File: config.mk
export PLATFORM = sky130hd
export DESIGN_NAME = npu_hold_ctrl
export DESIGN_NICKNAME = d
export VERILOG_FILES = /design/src/rtl/npu_hold_pkg.sv /design/src/rtl/hold_onehot_dec.sv /design/src/rtl/npu_hold_ctrl.sv
export SDC_FILE = /design/constraint.sdc
export NUM_CORES = 1
export LEC_CHECK = 0
export ABC_CLOCK_PERIOD_IN_PS = 1400
export BUFFER_PORTS_ARGS = -buffer_cell sky130_fd_sc_hd__clkbuf_2
export CAP_MARGIN = 20
export CORE_MARGIN = 8
export CORE_UTILIZATION = 38
export DETAILED_ROUTE_END_ITERATION = 10
export PLACE_DENSITY = 0.69
export SLEW_MARGIN = 20
export SYNTH_ARGS = -nofsm -noshare
export SYNTH_HDL_FRONTEND = slang
export SYNTH_HIERARCHICAL = 1
export SYNTH_SLANG_ARGS = --single-unit
File: constraint.sdc
create_clock -name clk -period 1.4 [get_ports clk]
set_input_delay 0.07 -clock clk [delete_from_list [all_inputs] [get_ports clk]]
set_output_delay 0.07 -clock clk [all_outputs]
set_load 0.005 [all_outputs]
File: src/rtl/npu_hold_pkg.sv
// Shared types and constants for the NPU hold-register load sequencer.
// Defines the bank geometry, the sequencer states and the length-saturation rule.
package npu_hold_pkg;

    localparam int N     = 8;
    localparam int NREG  = 4;
    localparam int IDX_W = $clog2(NREG + 1);

    localparam logic [NREG-1:0] HOLD_ALL = '1;

    typedef enum logic [1:0] {
        IDLE   = 2'd0,
        LOAD   = 2'd1,
        LOCKED = 2'd2
    } state_e;

    // A zero or oversized request means "load the whole bank".
    function automatic logic [IDX_W-1:0] sat_len(input logic [IDX_W-1:0] cfg);
        if (cfg == '0 || cfg > IDX_W'(NREG)) begin
            return IDX_W'(NREG);
        end
        return cfg;
    endfunction

endpackage

File: src/rtl/hold_onehot_dec.sv
// Turns an enable plus register index into an active-low one-hot hold vector.
// With en low every register keeps its value.
module hold_onehot_dec #(
    parameter int NREG  = 4,
    parameter int IDX_W = 3
) (
    input  logic             en,
    input  logic [IDX_W-1:0] idx,
    output logic [NREG-1:0]  hold
);

    always_comb begin
        hold = '1;
        for (int k = 0; k < NREG; k++) begin
            if (en && idx == IDX_W'(k)) begin
                hold[k] = 1'b0;
            end
        end
    end

endmodule

File: src/rtl/npu_hold_ctrl.sv
// Load sequencer for the NPU operand hold-register bank: steers a byte stream
// into successive registers, then locks the bank until released.
module npu_hold_ctrl
    import npu_hold_pkg::*;
(
    input  logic                clk,
    input  logic                rst,
    input  logic                start_i,
    input  logic [IDX_W-1:0]    cfg_len_i,
    input  logic                abort_i,
    input  logic                release_i,
    input  logic                in_valid,
    input  logic signed [N-1:0] in_data,
    output logic                in_ready,
    output logic signed [N-1:0] reg_din,
    output logic [NREG-1:0]     reg_hold,
    output logic                busy,
    output logic                locked,
    output logic                done,
    output logic [IDX_W-1:0]    load_idx
);

    state_e            state_q, state_d;
    logic [IDX_W-1:0]  len_q, len_d;
    logic [IDX_W-1:0]  load_idx_q, load_idx_d;
    logic signed [N-1:0] reg_din_q, reg_din_d;
    logic [NREG-1:0]   reg_hold_q, reg_hold_d;
    logic              in_ready_q, in_ready_d;
    logic              busy_q, busy_d;
    logic              locked_q, locked_d;
    logic              done_q, done_d;
    logic              accept;
    logic [NREG-1:0]   hold_vec;

    // in_ready_q is only ever high in LOAD, so this is the LOAD handshake.
    assign accept = in_valid & in_ready_q;

    hold_onehot_dec #(
        .NREG  (NREG),
        .IDX_W (IDX_W)
    ) u_dec (
        .en   (accept),
        .idx  (load_idx_q),
        .hold (hold_vec)
    );

    always_comb begin
        state_d    = state_q;
        len_d      = len_q;
        load_idx_d = load_idx_q;
        reg_din_d  = reg_din_q;
        reg_hold_d = hold_vec;
        done_d     = 1'b0;

        if (accept) begin
            reg_din_d  = in_data;
            load_idx_d = load_idx_q + IDX_W'(1);
        end

        unique case (state_q)
            IDLE: begin
                if (start_i) begin
                    len_d      = sat_len(cfg_len_i);
                    load_idx_d = '0;
                    state_d    = LOAD;
                end
            end
            LOAD: begin
                // Abort wins over completion; the byte in flight is still written.
                if (abort_i) begin
                    state_d    = IDLE;
                    load_idx_d = '0;
                end else if (accept && (load_idx_q + IDX_W'(1)) == len_q) begin
                    state_d = LOCKED;
                    done_d  = 1'b1;
                end
            end
            LOCKED: begin
                if (release_i) begin
                    state_d    = IDLE;
                    load_idx_d = '0;
                end
            end
            default: begin
                state_d    = IDLE;
                load_idx_d = '0;
                reg_hold_d = HOLD_ALL;
            end
        endcase

        in_ready_d = (state_d == LOAD);
        busy_d     = (state_d != IDLE);
        locked_d   = (state_d == LOCKED);
    end

    always_ff @(posedge clk) begin
        if (rst) begin
            state_q    <= IDLE;
            len_q      <= IDX_W'(NREG);
            load_idx_q <= '0;
            reg_din_q  <= '0;
            reg_hold_q <= HOLD_ALL;
            in_ready_q <= 1'b0;
            busy_q     <= 1'b0;
            locked_q   <= 1'b0;
            done_q     <= 1'b0;
        end else begin
            state_q    <= state_d;
            len_q      <= len_d;
            load_idx_q <= load_idx_d;
            reg_din_q  <= reg_din_d;
            reg_hold_q <= reg_hold_d;
            in_ready_q <= in_ready_d;
            busy_q     <= busy_d;
            locked_q   <= locked_d;
            done_q     <= done_d;
        end
    end

    assign in_ready = in_ready_q;
    assign reg_din  = reg_din_q;
    assign reg_hold = reg_hold_q;
    assign busy     = busy_q;
    assign locked   = locked_q;
    assign done     = done_q;
    assign load_idx = load_idx_q;

endmodule

; ---- Yosys cells after proc, flatten, opt, wreduce, memory -nomap -nowiden
; Cells that the tools add are included.
[op_classes]
n_eq_ne = 8
n_bitwise = 3
addsub = 1
n_mux = 20
magnitude_cmp = 1
reduce_logical = 14
[op_table]
columns = operator, count
row1 = $mux W3, 6
row2 = $pmux W3 S3, 1
row3 = $mux W1, 8
row4 = $mux W2, 4
row5 = $eq A3 B2 Y1 const B, 2
row6 = $logic_not A3 Y1, 2
row7 = $pmux W2 S3, 1
row8 = $reduce_or A3 Y1, 2
row9 = $logic_and A1 B1 Y1, 5
row10 = $eq A2 B1 Y1 const B, 2
row11 = $eq A2 B2 Y1 const B, 2
row12 = $add A3 B1 Y3 const B, 1
row13 = $eq A3 B1 Y1 const B, 1
row14 = $eq A3 B3 Y1, 1
row15 = $gt A3 B3 Y1 const B, 1
row16 = $logic_not A2 Y1, 1
row17 = $not A1 Y1, 2
row18 = $reduce_and A2 Y1, 1
row19 = $reduce_bool A2 Y1, 1
row20 = $reduce_or A2 Y1, 1
row21 = $and A1 B1 Y1, 1
row22 = $logic_or A1 B1 Y1, 1
[word_totals]
in_bits = 17
regBits = 24
output_inout_bits = 19
elab_cells = 56

; ---- Longest topological paths before layout
; Gate-level depths: netlist of the first run.
[logic_depth]
depth_word = 7
mapped_depth = 6
ltp_nobuf = 5

; ---- Cells and area by module
; Netlist of the first run, hierarchy kept.
[by_module_without_submodules]
columns = mod, cells_per_inst, seq_area_each_um2, area_per_inst_um2, instances
row1 = npu_hold_ctrl, 100, 480.5, 939.7, 1
row2 = hold_onehot_dec, 4, 0.0, 41.3, 1

; ---- Worst setup path before layout of the first run
; No wires, ideal clock.
[synth_path]
kind = flip-flop to flip-flop
from = reg in_ready_q (netlist: in_ready)
to = reg reg_hold_q[0] (netlist: reg_hold[0])
n_path_buf = 2
setup_ns = 0.126
synth_period_minus_slack_ns = 1.564
arrival_ns = 1.438
t_required_ns = 1.274
path_stages_with_launch = 7
path_slack_ns = -0.164
path_cell_list = dfxtp_1 nand2_1 buf_2 inv_1 buf_2 or4b_1 nand2b_1
[synth_between]
elab_chain_cells = 3
[synth_rtl]
columns = item, line
row1 = "start, declared", npu_hold_ctrl.sv:28  ; logic in_ready_q, in_ready_d;
row2 = "start signal, assigned", npu_hold_ctrl.sv:113  ; in_ready_q <= in_ready_d;
row3 = $and A1 B1 Y1, npu_hold_ctrl.sv:36  ; assign accept = in_valid & in_ready_q;
row4 = net accept, npu_hold_ctrl.sv:32  ; logic accept;
row5 = $logic_and A1 B1 Y1, hold_onehot_dec.sv:15  ; if (en && idx == IDX_W'(k)) begin
row6 = $mux W1, hold_onehot_dec.sv:15
row7 = net hold_vec[0], npu_hold_ctrl.sv:33  ; logic [NREG-1:0] hold_vec;
row8 = "end signal, assigned", npu_hold_ctrl.sv:112  ; reg_hold_q <= reg_hold_d;
row9 = "end, declared", npu_hold_ctrl.sv:27  ; logic [NREG-1:0] reg_hold_q, reg_hold_d;
; The timed path passes the listed nets, and every way through them passes these cells.
; A chain may end at the register's enable or synchronous reset.

; ---- Worst setup path in the final report of the first run
[layout_path]
from = reg len_q[2]
to = reg state_q[1]
[layout_between]
elab_chain_cells = 5
[layout_rtl]
columns = item, line
row1 = "start, declared", npu_hold_ctrl.sv:24  ; logic [IDX_W-1:0] len_q, len_d;
row2 = "start signal, assigned", npu_hold_ctrl.sv:99  ; len_q <= IDX_W'(NREG);
row3 = "start signal, assigned", npu_hold_ctrl.sv:109  ; len_q <= len_d;
row4 = $eq A3 B3 Y1, npu_hold_ctrl.sv:73  ; end else if (accept && (load_idx_q + IDX_W'(1)) == len_q) begin
row5 = $logic_and A1 B1 Y1, npu_hold_ctrl.sv:73
row6 = $mux W2, npu_hold_ctrl.sv:73
row7 = $mux W2, npu_hold_ctrl.sv:70  ; if (abort_i) begin
row8 = $pmux W2 S3, npu_hold_ctrl.sv:60  ; unique case (state_q)
row9 = "end signal, assigned", npu_hold_ctrl.sv:108  ; state_q <= state_d;
row10 = "end, declared", npu_hold_ctrl.sv:23  ; state_e state_q, state_d;
; Every way passes these cells.

==> results.txt, run 1 <==
net switching power -> 0.0002987 W
# diodes -> 0
Yosys reg bits -> 24
hpwl dp -> 1.734 mm
Buf/Inv on CP -> 0
kind of critical path -> register to register
Die Y -> 66.81 um
startpoint types -> register
filler instances -> 230
clock root buffer -> clkbuf_4
Synth Area in Compound Gates -> 10.59%
xor/xnor share of the synthesized area -> 5.995%
min cycle time layout -> 1419 ps
critical path's slowest cell -> xor3_1
Worst EP required -> 1660 ps
footprint of the multi-input gates -> 485.5 um2
Reg area -> 490.5 um2
ys flop type -> dfxtp_1
Sum Neg Setup Slack -> -25.01 ps
largest fanout on the critical path -> 3
switch share -> 23.82%
row count -> 18
mean area per synthesized cell -> 9.432 um2
HP Class -> input port to register
violated checks -> negative setup slack
reg2reg path depth -> 4
synth warn -> 6
mux contribution to synthesized area -> 1.148%
Max Cap Viol -> 0
combinational fraction of design power -> 13.5%
Final WS setup -> -19.41 ps
WL/cell -> 12.73 um
Synth cell types -> 27
count of final setup violators -> 2
Final ANT Viol Nets -> 0
Syn Inst Count -> 104
Max Clk Rate -> 0.7045 GHz
worst skew pair latency -> 320 ps
largest family of logic cells by synthesized area -> simple AND/OR/NAND/NOR gates
hold path cells -> 4
Critical Path Stages -> 4
first-pass detailed-route iteration total -> 4
largest net degree at the start of global routing -> 16
GRT Util Overall -> 11.11%
Adder-Cell Fraction of Synth Area -> 2.551%
proportion of layout cells with a drive suffix above 1 -> 39.87%
Slew @ Worst Pin -> 412.9 ps
Core Region -> 2455 um2
Die Area -> 4463 um2
Cell Chain, Critical Path -> xor3_1 > nor4_4 > nand2_2 > a21oi_1
Setup crit end kind -> register
global-route wire length before repair -> 3.905 mm
Synth Cell Area -> 980.9 um2
vias in the first global route -> 914
fin area -> 1358 um2
CTS Buf Count -> 3
H-tree depth -> 1
I/O pin count -> 36
I/O Buffers -> 35
DR vias -> 870
Die W -> 66.81 um
clock sinks -> 24
Worst IR Drop VDD -> 0.6456 mV
WP data arrival -> 1670 ps
CTS clk-pin slew, worst paths -> 130 ps
Area Overhead vs Synth -> 38.39%
final wirelength -> 2.329 mm
Final Hold Vio Count -> 0
CTS tree -> built
Seq pwr share -> 57.5%
residual DRC count -> 0
Worst path top cell family by delay -> simple AND/OR/NAND/NOR gates
DR vias/cell -> 4.754
dpl cells -> 170
gp weighted congestion -> 0.7729
CP max stage delay -> 430 ps
simple-gate share of the synthesized area -> 27.42%
Starting DRT DRC Count -> 19
clock share of power -> 29.0%
Non-Filler Instances -> 183
Final nets -> 173
Int Power -> 0.0009553 W
clk buf depth -> 2
R2R setup slack -> -20 ps
gr ovfl total -> 0
Post-synth EDFFs -> 0
outcome -> complete, but fails checks
LEAKAGE -> 0.5817 nW
syn_nets -> 123
placed instance area -> 1215 um2
fraction of registers with async set/reset -> 0%
Initial Util -> 39.96%
max_slew headroom -> 72.42%
Tcrit/Tclk final -> 101.4%
Slew Viols, Final -> 0
RSZ-0062 raised after global routing -> true
initial antenna violation count -> 0
sequential area share after synthesis -> 48.98%
Worst Clk Skew -> 4.032 ps
Pwr Density -> 923.7 nW/um2
-- final cells by class --
type / instances / share of cell area, %
Inverter: 2 / 0.5530
Sequential cell: 24 / 36.13
Timing Repair Buffer: 49 / 22.12
Multi-Input combinational cell: 74 / 35.76
Clock buffer: 4 / 2.673
Tap cell: 30 / 2.765
-- power groups by stage --
stage	clock network (W)	logic, W	registers, W
after CTS	0.000381	0.000168	0.000720
final	0.000364	0.000169	0.000721
after floorplan	0	0.0000918	0.000736
after global placement	0	0.000141	0.000733
after detailed placement	0	0.000146	0.000735
after global routing	0.000402	0.000189	0.000725
-- cell usage in the layout, fill, tap and decap left out, types with 2 or more instances in the layout --
master	n
nor2_1	8
xor2_1	2
dfxtp_1	18
dlygate4sd3_1	8
o22ai_1	2
clkbuf_2	35
nand2b_1	5
nand2_2	2
xnor2_1	2
nor3b_2	2
clkbuf_4	3
a21oi_1	14
buf_4	6
dfxtp_2	5
nand4bb_1	2
nand2_1	21
-- through the flow --
stage | hold slack (ps) | setup slack, ps | utilization (%) | total power [W]
5_1_grt | 59.37 | -126.6 | 55.30 | 0.001315
6_report | 69.85 | -19.41 | 55.30 | 0.001254
2_1_floorplan | 139.1 | 9.679 | - | 0.0008274
3_3_place_gp | 293.5 | 19.98 | 49.49 | 0.0008739
3_5_place_dp | 300.4 | -15.86 | 49.49 | 0.0008807
4_1_cts | 46.64 | -10.97 | 55.10 | 0.001270
-- repair_timing --
item,in CTS,in global routing
endpoints found under the setup margin,2,11
endpoints found under the hold margin,8,0
resized for setup,3,4
buffers inserted,1,0
pin swaps,0,1
hold buffers,8,0
-- cells in the mapped netlist (2+ instances only) --
| library cell | count | area, um2 |
|---|---|---|
| nand2_1 | 22 | 82.58 |
| nor2_1 | 8 | 30.03 |
| buf_2 | 2 | 10.01 |
| or3b_1 | 2 | 17.52 |
| a21oi_1 | 14 | 70.07 |
| o22ai_1 | 2 | 12.51 |
| nand2b_1 | 5 | 31.28 |
| dfxtp_1 | 24 | 480.5 |
| nor3b_2 | 2 | 25.02 |
| xnor2_1 | 2 | 17.52 |
| nand4bb_1 | 2 | 22.52 |
| inv_1 | 2 | 7.510 |
| xor2_1 | 2 | 17.52 |
| ha_1 | 2 | 25.02 |
-- tightest hold or removal path: cells and delay by family --
kind	cells	cell delay, ps
buffers and inverters	1	90
and+or+nand+nor	3	200
-- registers in the layout, indices dropped and copies added (netlist names) --
| name | cells |
|---|---|
| busy | 1 |
| state_q | 2 |
| in_ready | 1 |
| reg_din | 8 |
| load_idx | 3 |
| locked | 1 |
| reg_hold | 4 |
| done | 1 |
| len_q | 3 |
-- kinds of logic (layout without fill, tap and decap cells) --
kind of cell,after synthesis,after routing
mux,1,1
buf+inv,6,55
simple gates,47,47
fa+ha+maj,2,2
compound gates,19,19
flops,24,24
xor+xnor,5,5
-- path summary, 6_finish.rpt --
path,start,endpoint
worst max-delay path,len_q[2]$_SDFFE_PP1P_,state_q[1]$_SDFF_PP0_
worst min-delay path,abort_i,done$_SDFF_PP0_
worst max register to register,len_q[2]$_SDFFE_PP1P_,state_q[1]$_SDFF_PP0_
worst min register to register,reg_din[0]$_SDFFE_PP0P_,reg_din[0]$_SDFFE_PP0P_
-- layer usage --
metal	track usage (%)	vias to the layer above	part of all wire, %
li1	-	446	-
met1	11.58	398	41
met2	19.00	24	51
met3	3.859	2	7.3
met4	6.133	0	1.2
met5	0	-	0
Power figures use the tool's default switching activity.
==> run 2: changes to the inputs <==
--- a/config.mk
+++ b/config.mk
@@ -6,11 +6,12 @@
 export NUM_CORES = 1
 export LEC_CHECK = 0
 export ABC_CLOCK_PERIOD_IN_PS = 1400
-export BUFFER_PORTS_ARGS = -buffer_cell sky130_fd_sc_hd__clkbuf_2
+export BUFFER_PORTS_ARGS = -buffer_cell sky130_fd_sc_hd__buf_2
 export CAP_MARGIN = 20
 export CORE_MARGIN = 8
 export CORE_UTILIZATION = 38
 export DETAILED_ROUTE_END_ITERATION = 10
+export GPL_TIMING_DRIVEN = 0
 export PLACE_DENSITY = 0.69
 export SLEW_MARGIN = 20
 export SYNTH_ARGS = -nofsm -noshare
==> results.txt, run 2 (synthesis results as in run 1) <==
hold path cells -> 3 (-1)
FF-to-FF End -> state_q[1]$_SDFF_PP0_
CTS clk-pin slew, worst paths -> 130 ps (about the same)
min cycle time layout -> 1415 ps (-3.950 ps)
outcome -> complete, but fails checks
# diodes -> 0 (unchanged)
Hold Slack -> 12.72 ps (-57.13 ps)
CTS Buf Count -> 3 (unchanged)
Starting DRT DRC Count -> 9 (-10)
hpwl dp -> 1.724 mm (-0.58%)
DR vias -> 922 (+6.0%)
LEAKAGE -> 0.6055 nW (+4.1%)
Max Clk Rate -> 0.7065 GHz (+0.28%)
vias in the first global route -> 868 (-5.0%)
Slew @ Worst Pin -> 470.5 ps (+57.69 ps)
initial antenna violation count -> 0 (unchanged)
Tcrit/Tclk final -> 101.1% (-0.28 points)
global-route wire length before repair -> 3.726 mm (-4.6%)
worst skew pair latency -> 310 ps (about the same)
net switching power -> 0.0003023 W (+1.2%)
count of final setup violators -> 2 (unchanged)
worst flop-to-flop path startpoint -> len_q[2]$_SDFFE_PP1P_
Worst EP required -> 1660 ps (about the same)
clk buf depth -> 2 (unchanged)
Final Hold Vio Count -> 0 (unchanged)
row count -> 18 (unchanged)
Pwr Density -> 901.6 nW/um2 (-2.4%)
commonest non-fill, non-tap cell in the layout -> buf_2
largest fanout on the critical path -> 3 (unchanged)
gr ovfl total -> 0 (unchanged)
Final ANT Viol Nets -> 0 (unchanged)
CTS tree -> built
RSZ-0062 raised after global routing -> true
dpl ws -> -107.4 ps (-91.51 ps)
Tot Pwr -> 0.001263 W (+0.76%)
I/O Buffers -> 35 (unchanged)
Hold Crit Start -> in_data[2]
combinational fraction of design power -> 14.5% (+1.0 points)
Worst Clk Skew -> 6.139 ps (+2.107 ps)
Sum Neg Setup Slack -> -22.77 ps (+2.242 ps)
HP Class -> input port to register
Worst IR Drop VDD -> 0.5461 mV (-15%)
Die Y -> 66.81 um (unchanged)
proportion of layout cells with a drive suffix above 1 -> 40.38% (+0.52 points)
Seq pwr share -> 56.9% (-0.6 points)
final wirelength -> 2.430 mm (+4.3%)
residual DRC count -> 0 (unchanged)
H-tree depth -> 1 (unchanged)
kind of critical path -> register to register
reg2reg path depth -> 4 (unchanged)
clock sinks -> 24 (unchanged)
R2R setup slack -> -20 ps (about the same)
Core Region -> 2455 um2 (unchanged)
placed instance area -> 1215 um2 (unchanged)
max_slew headroom -> 68.63% (-3.8 points)
DR vias/cell -> 4.957 (+4.3%)
largest net degree at the start of global routing -> 14 (-2)
I/O pin count -> 36 (unchanged)
violated checks -> negative setup slack
max reg flops -> 8 (unchanged)
clock share of power -> 28.6% (-0.4 points)
Final WS setup -> -15.46 ps (+3.950 ps)
switch share -> 23.93% (+0.11 points)
end of the worst hold path -> reg_din[2]$_SDFFE_PP0P_
Final nets -> 176 (+1.7%)
Setup crit end kind -> register
fin area -> 1401 um2 (+3.2%)
clock root buffer -> clkbuf_4
Die Area -> 4463 um2 (unchanged)
startpoint types -> register
most frequent cells in the layout -> buf_2, nand2_1, dfxtp_1
Area Overhead vs Synth -> 42.86%
WL/cell -> 13.06 um (+2.7%)
Int Power -> 0.0009611 W (+0.61%)
Max Cap Viol -> 0 (unchanged)
WP data arrival -> 1670 ps (about the same)
first-pass detailed-route iteration total -> 4 (unchanged)
Slew Viols, Final -> 0 (unchanged)
GRT Util Overall -> 10.75% (-0.36 points)
gp weighted congestion -> 0.7528 (-2.6%)
Die W -> 66.81 um (unchanged)
Initial Util -> 39.96% (unchanged)
==> run 2: cell types whose count changed in the layout (fill, tap and decap cells not counted), moves of 2 or more <==
cell	previous run	this run
a21oi_2	0	2
a21oi_1	14	12
dfxtp_2	5	3
buf_2	0	35
buf_6	0	3
clkbuf_2	35	0
==> run 2: through the flow <==
step                utilization, %  instances
global placement             49.49        169
finish                       57.08        186
global route                 57.08        186
detailed placement           49.49        169
CTS                          55.66        185
floorplan                        -        104
==> run 2: what timing repair did <==
action	4_1_cts	5_1_grt
hold endpoints to repair	7	0
hold buffers	8	0
endpoints found under the setup margin	6	7
setup buffers	4	1
resized for setup	3	6
cloned	0	0
pin swaps	2	6
==> run 2: routing by layer <==
metal	routed length [um]	vias up	GRT usage (%)
met3	168	2	3.691
met1	974	438	11.91
met4	19	0	5.067
met5	0	-	0
li1	-	453	-
met2	1266	29	17.92
==> run 2: critical path, stage by stage (launching register included) <==
cell     delay (ps)
dfxtp_2         350
xor3_1          430
nor4_4          330
nand2_2         120
a21oi_2         130
==> run 2: cell type report <==
class,instances,area (um2)
repair buffers,48,292.8
flip-flops and latches,24,491.7
inverters,2,10.01
well taps,30,37.54
clock buffers,4,36.28
multi-input cells,74,495.5
plain buffers,4,37.54
fillers,222,1054
==> run 2: worst max-delay path by stage <==
stage / start / endpoint / slack, ps / cells after the start
final: len_q[2]$_SDFFE_PP1P_ / state_q[1]$_SDFF_PP0_ / -20 / 4
after floorplan: in_ready$_SDFF_PP0_ / reg_hold[0]$_SDFF_PP1_ / 10 / 6
after global placement: load_idx[0]$_SDFF_PP0_ / locked$_SDFF_PP0_ / -80 / 5
after global routing: len_q[2]$_SDFFE_PP1P_ / state_q[1]$_SDFF_PP0_ / -110 / 4
after CTS: load_idx[0]$_SDFF_PP0_ / state_q[1]$_SDFF_PP0_ / -70 / 5
after detailed placement: load_idx[2]$_SDFF_PP0_ / state_q[1]$_SDFF_PP0_ / -110 / 4
==> run 2: power groups by stage <==
stage	Sequential (W)	Clock [W]	Combinational (W)
after floorplan	0.000736	0	0.0000918
after global placement	0.000734	0	0.000146
after detailed placement	0.000736	0	0.000152
after CTS	0.000717	0.000369	0.000178
after global routing	0.000721	0.000393	0.000205
final	0.000719	0.000361	0.000184
==> run 3: changes to the inputs <==
--- a/config.mk
+++ b/config.mk
@@ -12,9 +12,11 @@
 export CORE_UTILIZATION = 38
 export DETAILED_ROUTE_END_ITERATION = 10
 export GPL_TIMING_DRIVEN = 0
-export PLACE_DENSITY = 0.69
+export PLACE_DENSITY = 0.77
+export SKIP_CTS_REPAIR_TIMING = 1
 export SLEW_MARGIN = 20
 export SYNTH_ARGS = -nofsm -noshare
 export SYNTH_HDL_FRONTEND = slang
 export SYNTH_HIERARCHICAL = 1
 export SYNTH_SLANG_ARGS = --single-unit
+export TNS_END_PERCENT = 5
==> results.txt, run 3 (synthesis results as in run 1) <==
violated checks -> negative hold slack, negative setup slack
clock root buffer -> clkbuf_4
Setup crit end kind -> register
startpoint types -> register
HP Class -> input port to register
Seq pwr share -> 51.5% (-5.4 points)
Final ANT Viol Nets -> 0 (unchanged)
max reg flops -> 8 (unchanged)
I/O Buffers -> 35 (unchanged)
first-pass detailed-route iteration total -> 5 (+1)
largest net degree at the start of global routing -> 15 (+1)
Initial Util -> 39.96% (unchanged)
Worst EP required -> 1650 ps (about the same)
CTS Buf Count -> 3 (unchanged)
Starting DRT DRC Count -> 46 (+37)
Area Overhead vs Synth -> 45.41%
proportion of layout cells with a drive suffix above 1 -> 41.40% (+1.0 points)
Hold Slack -> -6.790 ps (-19.51 ps)
Die W -> 66.81 um (unchanged)
DR vias -> 904 (-2.0%)
Non-Filler Instances -> 187 (+0.54%)
Tcrit/Tclk final -> 105.5% (+4.4 points)
clock share of power -> 35.2% (+6.6 points)
Worst IR Drop VDD -> 0.6271 mV (+15%)
Worst Clk Skew -> 3.395 ps (-2.744 ps)
residual DRC count -> 0 (unchanged)
combinational fraction of design power -> 13.3% (-1.2 points)
H-tree depth -> 1 (unchanged)
most frequent cells in the layout -> buf_2, nand2_1, dfxtp_1
Final WS setup -> -77.02 ps (-61.56 ps)
I/O pin count -> 36 (unchanged)
gr ovfl total -> 0 (unchanged)
Final Hold Vio Count -> 1 (+1)
Final nets -> 177 (+0.57%)
hpwl dp -> 1.718 mm (-0.32%)
GRT Util Overall -> 10.17% (-0.58 points)
worst skew pair latency -> 310 ps (about the same)
global-route wire length before repair -> 3.663 mm (-1.7%)
switch share -> 21.82% (-2.1 points)
DR vias/cell -> 4.834 (-2.5%)
initial antenna violation count -> 0 (unchanged)
Slew Viols, Final -> 0 (unchanged)
clk buf depth -> 2 (unchanged)
Max Clk Rate -> 0.6770 GHz (-4.2%)
RSZ-0062 raised after global routing -> true
clock sinks -> 24 (unchanged)
# diodes -> 0 (unchanged)
count of final setup violators -> 4 (+2)
Core Region -> 2455 um2 (unchanged)
gp weighted congestion -> 0.7015 (-6.8%)
max_slew headroom -> 65.34% (-3.3 points)
WP data arrival -> 1730 ps (+60 ps)
Die Area -> 4463 um2 (unchanged)
WL/cell -> 13.89 um (+6.3%)
commonest non-fill, non-tap cell in the layout -> buf_2
net switching power -> 0.0003046 W (+0.76%)
Slew @ Worst Pin -> 519.9 ps (+49.38 ps)
Sum Neg Setup Slack -> -245.3 ps (-222.5 ps)
dpl cells -> 169 (unchanged)
min cycle time layout -> 1477 ps (+61.56 ps)
largest fanout on the critical path -> 6 (+3)
CTS tree -> built
LEAKAGE -> 0.6214 nW (+2.6%)
Int Power -> 0.001091 W (+14%)
row count -> 18 (unchanged)
final wirelength -> 2.598 mm (+6.9%)
Max Cap Viol -> 0 (unchanged)
vias in the first global route -> 850 (-2.1%)
Pwr Density -> 978.6 nW/um2 (+8.5%)
CTS clk-pin slew, worst paths -> 130 ps (about the same)
Die Y -> 66.81 um (unchanged)
kind of critical path -> register to register
outcome -> complete, but fails checks
run 3: cell count changes in the layout (fill, tap and decap cells not counted):
cell           change
buf_6              -1
clkbuf_8           -1
dlygate4sd3_1      -1
buf_4              +2
bufinv_16          +1
buf_8              +1
run 3: area by class of cell:
class	instances	area, um2
fill	206	1028
multi-input combinational	74	495.5
sequential	24	491.7
timing repair buffer	49	297.8
buffer	4	41.29
tap	30	37.54
clock inverter	1	30.03
clock buffer	3	22.52
inverter	2	10.01
run 3: per-stage QoR:
| step | instance area (um2) | util (%) | setup slack, ps | total power [W] |
|---|---|---|---|---|
| after floorplan | 999.7 | - | -7.865 | 0.0008288 |
| after global routing | 1426 | 58.10 | -125.0 | 0.001450 |
| after detailed placement | 1212 | 49.39 | -117.5 | 0.0008883 |
| final | 1426 | 58.10 | -77.02 | 0.001396 |
| after CTS | 1265 | 51.53 | -149.5 | 0.001373 |
| after global placement | 1212 | 49.39 | -104.8 | 0.0008805 |
run 3: critical path: stages, from the launching register on:
cell and delay [ps]:
dfxtp_4 410, ha_4 140, xor3_1 250, nor4_4 350
nand2_2 130, a21oi_2 150
run 3: final timing paths:
kind,depth (start not counted),start,slack (ps),end
setup / recovery,5,load_idx[1]$_SDFF_PP0_,-80,locked$_SDFF_PP0_
hold reg to reg,2,reg_din[5]$_SDFFE_PP0P_,470,reg_din[5]$_SDFFE_PP0P_
setup reg to reg,5,load_idx[1]$_SDFF_PP0_,-80,locked$_SDFF_PP0_
hold / removal,3,in_data[7],-7,reg_din[7]$_SDFFE_PP0P_
run 3: power groups by stage:
stage | Sequential [W] | Combinational, W | Clock [W]
floorplan | 0.000737 | 0.0000917 | 0
global placement | 0.000736 | 0.000145 | 0
detailed placement | 0.000737 | 0.000151 | 0
CTS | 0.000722 | 0.000152 | 0.000499
global route | 0.000723 | 0.000199 | 0.000528
finish | 0.000719 | 0.000185 | 0.000491
run 3: per-layer routing:
metal	up-vias	wire length (um)	GRT usage [%]
li1	460	-	-
met5	-	0	0
met4	0	17	4.000
met3	4	166	2.517
met2	25	1339	17.68
met1	415	1074	11.55
